[src/rtl/bcd_to_bin_seq_pkg.sv]
// Shared definitions for the sequential BCD-to-signed-binary converter.
package bcd_to_bin_seq_pkg;

  typedef enum logic [1:0] {
    IDLE = 2'd0,
    ACC  = 2'd1,
    FIN  = 2'd2
  } state_e;

  localparam int unsigned BCD_MAX_DIGIT = 9;

  // Saturation limits of a (width+1)-bit two's-complement operand:
  // largest positive value and magnitude of the most negative value.
  typedef struct packed {
    logic [31:0] pos_max;
    logic [31:0] neg_mag;
  } sat_lim_t;

  function automatic sat_lim_t sat_limits(input int unsigned width);
    sat_lim_t lim;
    lim.neg_mag = 32'd1 << width;
    lim.pos_max = lim.neg_mag - 32'd1;
    return lim;
  endfunction

endpackage

[src/rtl/bcd_to_bin_seq_digit_check.sv]
// Flags a single BCD nibble that is not a legal decimal digit.
module bcd_digit_check
  import bcd_to_bin_seq_pkg::*;
(
  input  logic [3:0] nibble_i,
  output logic       bad_o
);

  assign bad_o = (nibble_i > 4'(BCD_MAX_DIGIT));

endmodule

[src/rtl/bcd_to_bin_seq.sv]
// Iterative BCD-to-signed-binary converter: Horner accumulation, one digit
// per clock, with start/busy/done handshake and saturated signed output.
module bcd_to_bin_seq
  import bcd_to_bin_seq_pkg::*;
#(
  parameter int WIDTH  = 4,
  parameter int DIGITS = 2
) (
  input  logic                    clk,
  input  logic                    rst,
  input  logic                    start,
  input  logic [4*DIGITS-1:0]     bcd_in,
  input  logic                    neg,
  output logic                    busy,
  output logic                    done,
  output logic signed [WIDTH:0]   value,
  output logic                    invalid,
  output logic                    overflow
);

  localparam int       ACC_W = 4 * DIGITS;
  localparam int       CNT_W = (DIGITS > 1) ? $clog2(DIGITS) : 1;
  localparam sat_lim_t LIM   = sat_limits(WIDTH);

  state_e                state_q, state_d;
  logic [ACC_W-1:0]      acc_q, acc_d;
  logic [ACC_W-1:0]      bcd_q, bcd_d;
  logic                  neg_q, neg_d;
  logic                  inv_q, inv_d;
  logic [CNT_W-1:0]      cnt_q, cnt_d;
  logic                  busy_q, busy_d;
  logic                  done_q, done_d;
  logic signed [WIDTH:0] value_q, value_d;
  logic                  invalid_q, invalid_d;
  logic                  overflow_q, overflow_d;

  logic [DIGITS-1:0]     nib_bad;
  logic [3:0]            cur_nib;
  logic [ACC_W-1:0]      acc_mul10;
  logic [31:0]           acc_ext;
  logic signed [WIDTH:0] res_value;
  logic                  res_invalid;
  logic                  res_overflow;

  for (genvar g = 0; g < DIGITS; g++) begin : g_chk
    bcd_digit_check u_chk (
      .nibble_i (bcd_in[4*g +: 4]),
      .bad_o    (nib_bad[g])
    );
  end

  // Digit currently consumed, MSD first; acc*10 done as (acc<<3)+(acc<<1).
  assign cur_nib   = bcd_q[{cnt_q, 2'b00} +: 4];
  assign acc_mul10 = (acc_q << 3) + (acc_q << 1) + ACC_W'(cur_nib);
  assign acc_ext   = 32'(acc_q);

  // Final result from the accumulated magnitude, rules in priority order.
  always_comb begin
    res_value    = '0;
    res_invalid  = 1'b0;
    res_overflow = 1'b0;
    if (inv_q) begin
      res_invalid = 1'b1;
    end else if (neg_q && (acc_ext == 32'd0)) begin
      res_value = '0;
    end else if (!neg_q && (acc_ext > LIM.pos_max)) begin
      res_value    = (WIDTH+1)'(LIM.pos_max);
      res_overflow = 1'b1;
    end else if (neg_q && (acc_ext > LIM.neg_mag)) begin
      res_value    = (WIDTH+1)'(32'd0 - LIM.neg_mag);
      res_overflow = 1'b1;
    end else if (neg_q) begin
      res_value = (WIDTH+1)'(32'd0 - acc_ext);
    end else begin
      res_value = (WIDTH+1)'(acc_ext);
    end
  end

  // Next-state and datapath control; done defaults low so it pulses.
  always_comb begin
    state_d    = state_q;
    acc_d      = acc_q;
    bcd_d      = bcd_q;
    neg_d      = neg_q;
    inv_d      = inv_q;
    cnt_d      = cnt_q;
    busy_d     = busy_q;
    done_d     = 1'b0;
    value_d    = value_q;
    invalid_d  = invalid_q;
    overflow_d = overflow_q;
    unique case (state_q)
      IDLE: begin
        if (start) begin
          bcd_d   = bcd_in;
          neg_d   = neg;
          inv_d   = |nib_bad;
          acc_d   = '0;
          cnt_d   = CNT_W'(DIGITS - 1);
          busy_d  = 1'b1;
          state_d = ACC;
        end
      end
      ACC: begin
        acc_d = acc_mul10;
        if (cnt_q == '0) begin
          state_d = FIN;
        end else begin
          cnt_d = cnt_q - 1'b1;
        end
      end
      FIN: begin
        value_d    = res_value;
        invalid_d  = res_invalid;
        overflow_d = res_overflow;
        done_d     = 1'b1;
        busy_d     = 1'b0;
        state_d    = IDLE;
      end
      default: state_d = IDLE;
    endcase
  end

  // State and register update; reset aborts any conversion in flight.
  always_ff @(posedge clk or negedge rst) begin
    if (!rst) begin
      state_q    <= IDLE;
      acc_q      <= '0;
      bcd_q      <= '0;
      neg_q      <= 1'b0;
      inv_q      <= 1'b0;
      cnt_q      <= '0;
      busy_q     <= 1'b0;
      done_q     <= 1'b0;
      value_q    <= '0;
      invalid_q  <= 1'b0;
      overflow_q <= 1'b0;
    end else begin
      state_q    <= state_d;
      acc_q      <= acc_d;
      bcd_q      <= bcd_d;
      neg_q      <= neg_d;
      inv_q      <= inv_d;
      cnt_q      <= cnt_d;
      busy_q     <= busy_d;
      done_q     <= done_d;
      value_q    <= value_d;
      invalid_q  <= invalid_d;
      overflow_q <= overflow_d;
    end
  end

  assign busy     = busy_q;
  assign done     = done_q;
  assign value    = value_q;
  assign invalid  = invalid_q;
  assign overflow = overflow_q;

endmodule

[config.mk]
export PLATFORM = sky130hd
export DESIGN_NAME = bcd_to_bin_seq
export DESIGN_NICKNAME = d
export VERILOG_FILES = /design/src/rtl/bcd_to_bin_seq_pkg.sv /design/src/rtl/bcd_to_bin_seq_digit_check.sv /design/src/rtl/bcd_to_bin_seq.sv
export SDC_FILE = /design/constraint.sdc
export NUM_CORES = 1
export LEC_CHECK = 0
export CAP_MARGIN = 20
export CORE_UTILIZATION = 50
export CTS_BUF_LIST = sky130_fd_sc_hd__clkbuf_4
export CTS_CLUSTER_DIAMETER = 100
export DETAILED_ROUTE_END_ITERATION = 10
export PLACE_DENSITY = 0.73
export SYNTH_ARGS = -nofsm -noshare
export SYNTH_HDL_FRONTEND = slang
export SYNTH_SLANG_ARGS = --single-unit
[constraint.sdc]
create_clock -name clk -period 3.7 [get_ports clk]
set_clock_uncertainty 0.15 [all_clocks]
set_input_delay 0.74 -clock clk [delete_from_list [all_inputs] [get_ports clk]]
set_output_delay 0.74 -clock clk [all_outputs]
set_load 0.1 [all_outputs]
# Word-level counts from Yosys, hierarchy flattened
# Index checks and enable logic that the tools add are counted.
# totals
wordCells	57
output_inout_bits	9
input_bits	12
reg_bits	30
# classes
n_addsub	4
shifts	1
magnitude_cmp	4
muxes	20
eq_ne	4
reduce_logical	13
# ops
operator	n
$logic_not A32 Y1	1
$mux W5	5
$pmux W8 S2	1
$add A8 B4 Y8	1
$add A8 B8 Y8	1
$gt A4 B4 Y1 const B	2
$gt A8 B4 Y1 const B	1
$gt A8 B5 Y1 const B	1
$mux W1	8
$mux W8	1
$reduce_and A2 Y1	4
$shiftx A8 B4 Y4	1
$sub A1 B5 Y5 const A	1
$mux W2	2
$ne A2 B2 Y1 const B	2
$pmux W1 S2	2
$pmux W2 S2	1
$reduce_bool A2 Y1	2
$logic_and A1 B1 Y1	3
$eq A2 B1 Y1 const B	1
$eq A2 B2 Y1 const B	1
$logic_not A2 Y1	1
$reduce_or A2 Y1	1
$logic_not A1 Y1	1
$sub A1 B1 Y1 const B	1

# Logic depth before layout (Yosys ltp)
# logic_depth
word_depth	6
ltp_mapped	9
depth_no_buf	8

# Cells and area by module
# Synthesis repeated with hierarchy kept, for this count alone.
# unflattened
hier_cells	158
area_unflattened_um2	1672.9
# modules_own_cells
module	instances	area_per_inst_um2	cells_per_inst	seq_area_each_um2
bcd_to_bin_seq	1	1657.8	156	750.7
bcd_digit_check	2	7.5	1	0.0

# Worst setup path before layout
# OpenSTA, ideal clock, no wires.
# synth_path
kind	register to register
start	register cnt_q
end	register acc_q[6]
synth_period_minus_slack_ps	2622
path_buffers	1
slack_ps	1078
stages_incl_launch_ff	10
t_required_ps	3412
arrival_ps	2334
setup_ps	138
path_cell_list	dfrtp_1 clkbuf_1 mux2_1 ha_1 ha_1 fa_1 a21o_1 a21oi_1 xor2_1 o22ai_1
# synth_between
elab_chain_cells	3
# synth_lines
item	line_no	source
start, declared	bcd_to_bin_seq.sv:30	logic [CNT_W-1:0] cnt_q, cnt_d;
start signal, assigned	bcd_to_bin_seq.sv:144	cnt_q <= cnt_d;
$shiftx A8 B4 Y4	bcd_to_bin_seq.sv:53	assign cur_nib = bcd_q[{cnt_q, 2'b00} +: 4];
$add A8 B4 Y8	bcd_to_bin_seq.sv:54	assign acc_mul10 = (acc_q << 3) + (acc_q << 1) + ACC_W'(cur_nib);
$pmux W8 S2	bcd_to_bin_seq.sv:92	unique case (state_q)
end signal, assigned	bcd_to_bin_seq.sv:128	acc_q <= '0;
end signal, assigned	bcd_to_bin_seq.sv:140	acc_q <= acc_d;
end, declared	bcd_to_bin_seq.sv:26	logic [ACC_W-1:0] acc_q, acc_d;
# No other way between the ends.
# A chain may end at the register's enable or synchronous reset.

# Final worst setup path
# layout_path
start	register value_q[0], in the netlist value[0]
end	output value[0]
# layout_rtl
item	line_no	source
start, declared	bcd_to_bin_seq.sv:33	logic signed [WIDTH:0] value_q, value_d;
start signal, assigned	bcd_to_bin_seq.sv:147	value_q <= value_d;
end, declared	bcd_to_bin_seq.sv:16	output logic signed [WIDTH:0] value,
# No word-level cell between the ends.

==> results.yml <==
floorplan:
  ios: 21
  core_area_mm2: 0.00305
  initial_core_util_pct: 52.6
  die_w_um: 58.7
  die_area_mm2: 0.00344
  die-height_um: 58.7
  num_rows: 20
timing:
  tightest_slew_ns: 0.964
  min_period_ns: 2.73
  rsz0062_at_grt: "no"
  max_freq_mhz: 366
  drv_slew: 0
  fin_tns_setup_ns: 0
  fin_crit_sh_pct: 73.9
  hold_viol_final: 0
  setup_viol: 0
  relSlewSlack_pct: 35.5
synth:
  synth_area_mm2: 0.00161
  synth.distinct_cells: 38
  ys_async_sr_fraction_pct: 100
  yosysWarnings: 0
  ys_top_cells_by_area: "dfrtp_1, ha_1, mux2_1"
  synth.most_common_cell: "dfrtp_1"
  synth_common_cells: "dfrtp_1, nand2_1, ha_1, mux2_1, nor2_1"
  synth_edf_count: 0
  synth-xor-area-share_pct: 2.73
  ys_ff_latch: 30
  synth.avg_cell_area_um2: 11.0
  synth_cells: 146
  synth-compound-area-share_pct: 16.1
  synth-simple-area-share_pct: 10.5
  yosys.area.top_type: "dfrtp_1"
  synth.area.mux_share_pct: 8.96
  ys.flop_type: "dfrtp_1"
  synthAdderAreaFrac_pct: 11.1
  synthesis.nets: 171
  ys_seq_area_share_pct: 46.8
  netlist.area_leader.share_pct: 46.8
  synth_top_family_by_area: "compound AO/OA/AOI/OAI gates"
final_layout:
  drive_gt1_share_pct: 10.1
  multi_input_area_um2: 792
  seqCellArea_um2: 751
  final_nets: 194
  area_growth_pct: 18.0
  fillers: 271
  num_antenna_cells: 0
global_routing:
  grt_pass1_wl_um: 5110
  antenna_found_initial: 0
  grt_use_total_pct: 20.5
  grt_pass1_vias: 1209
  overflow: 0
  grt_max_degree: 31
placed_design:
  dp_hpwl_um: 2270
  gp_congestion: 0.788
  port_buffers: 20
min_path:
  min_path_type: "register to register"
worst_setup_path:
  start_kind: "register"
  critPathKind: "register to primary output"
  crit_chain: "clkdlybuf4s50_1"
  path_buf_inv: 1
  cp-end-kind: "primary output"
  cp_slowest_cell: "clkdlybuf4s50_1"
  cp_max_fo: 2
  critPathMaxStageDelay_ns: 1.14
  cp_top_family: "buffers and inverters"
  critPathArrivalTime_ns: 1.84
  required_ns: 2.81
clock_tree:
  numCtsBuffers: 5
  ctsHtreeMaxLevel: 2
  clock_latency_ns: 0.34
  clock_sinks: 30
  cts_tree: "done"
  cts_setup_buffers: 0
  clockBufferDepth: 2
  postCtsHoldBufs: 0
  clk_pin_slew_ns: 0.09
  cts.repair.resized: 0
  cts_root_buf: "clkbuf_4"
drt:
  first_pass_iters: 6
  vias: 1186
  met1Wirelength_um: 1250
  top_layer: "met4"
  wl_met3_um: 150
  drc: 0
  ant_nets: 0
  wirelength_um: 2960
  via_per_inst: 5.57
  drt_iter0_drc: 29
  route.met2.wl_um: 1470
  wl_per_cell_um: 13.9
outcome:
  status: "complete, no violations"
run:
  maxCapViolations: 0
==> through the flow <==
step           cells  util [%]  hold WS [ns]  setup slack [ns]  area [µm²]
2_1_floorplan    146         -         0.294              1.08        1610
3_3_place_gp     206      60.5         0.315              1.12        1850
3_5_place_dp     206      60.5         0.324              1.07        1850
4_1_cts          213      62.0         0.345             0.955        1890
5_1_grt          213      62.0         0.368             0.917        1890
6_report         213      62.0         0.339             0.968        1890
==> kinds of logic (layout without fill, tap and decap cells) <==
logic type,count (synthesis),in the layout
AOI/OAI and AO/OA,38,38
xor gates and xnor gates,5,5
adders and majority gates,13,13
buffers and inverters,15,38
DFF,30,30
muxes,13,13
and+or+nand+nor,32,32
==> area by class of cell <==
class                      count  area share, %
clock buffer                   5           1.98
tap                           44           2.91
multi-input combinational    101           41.8
sequential                    30           39.6
timing repair buffer          22           11.4
inverter                       9           1.78
clock inverter                 2          0.528
==> metal layers <==
| layer | vias up | GRT usage [%] |
|---|---|---|
| met3 | 11 | 7.47 |
| li1 | 574 | - |
| met5 | - | 0 |
| met2 | 34 | 34.6 |
| met1 | 567 | 22.5 |
| met4 | 0 | 10.9 |
==> flip-flops by register name (all words and copies together), names as in the netlist <==
| register | flops |
|---|---|
| acc_q | 8 |
| bcd_q | 8 |
| busy | 1 |
| cnt_q | 1 |
| done | 1 |
| inv_q | 1 |
| invalid | 1 |
| neg_q | 1 |
| overflow | 1 |
| state_q | 2 |
| value | 5 |
==> placed cells by master (no fill, tap or decap), types with 4 or more instances in the layout <==
cell,synthesis,final
o21ai_0,5,5
clkdlybuf4s50_1,0,20
inv_1,6,6
clkbuf_4,0,5
a21o_1,4,4
o22ai_1,6,6
mux2_1,11,11
nor2_1,7,7
nand2_1,13,13
ha_1,11,11
o21ai_1,4,4
dfrtp_1,30,30
==> worst paths after layout <==
check	from	to	slack, ns	cells after the start
worst max register to register	cnt_q	acc_q[6]	1.04	8
worst max-delay path	value[0]	value[0]	0.97	1
worst min register to register	bcd_q[7]	bcd_q[7]	0.34	1
worst min-delay path	bcd_q[7]	bcd_q[7]	0.34	1
max in group asynchronous	rst	acc_q[6]	2.49	2
min in group asynchronous	rst	value[0]	0.63	2
Power is not shown: default switching activity piles up to over one toggle a cycle in this logic, so the estimate is an artifact.
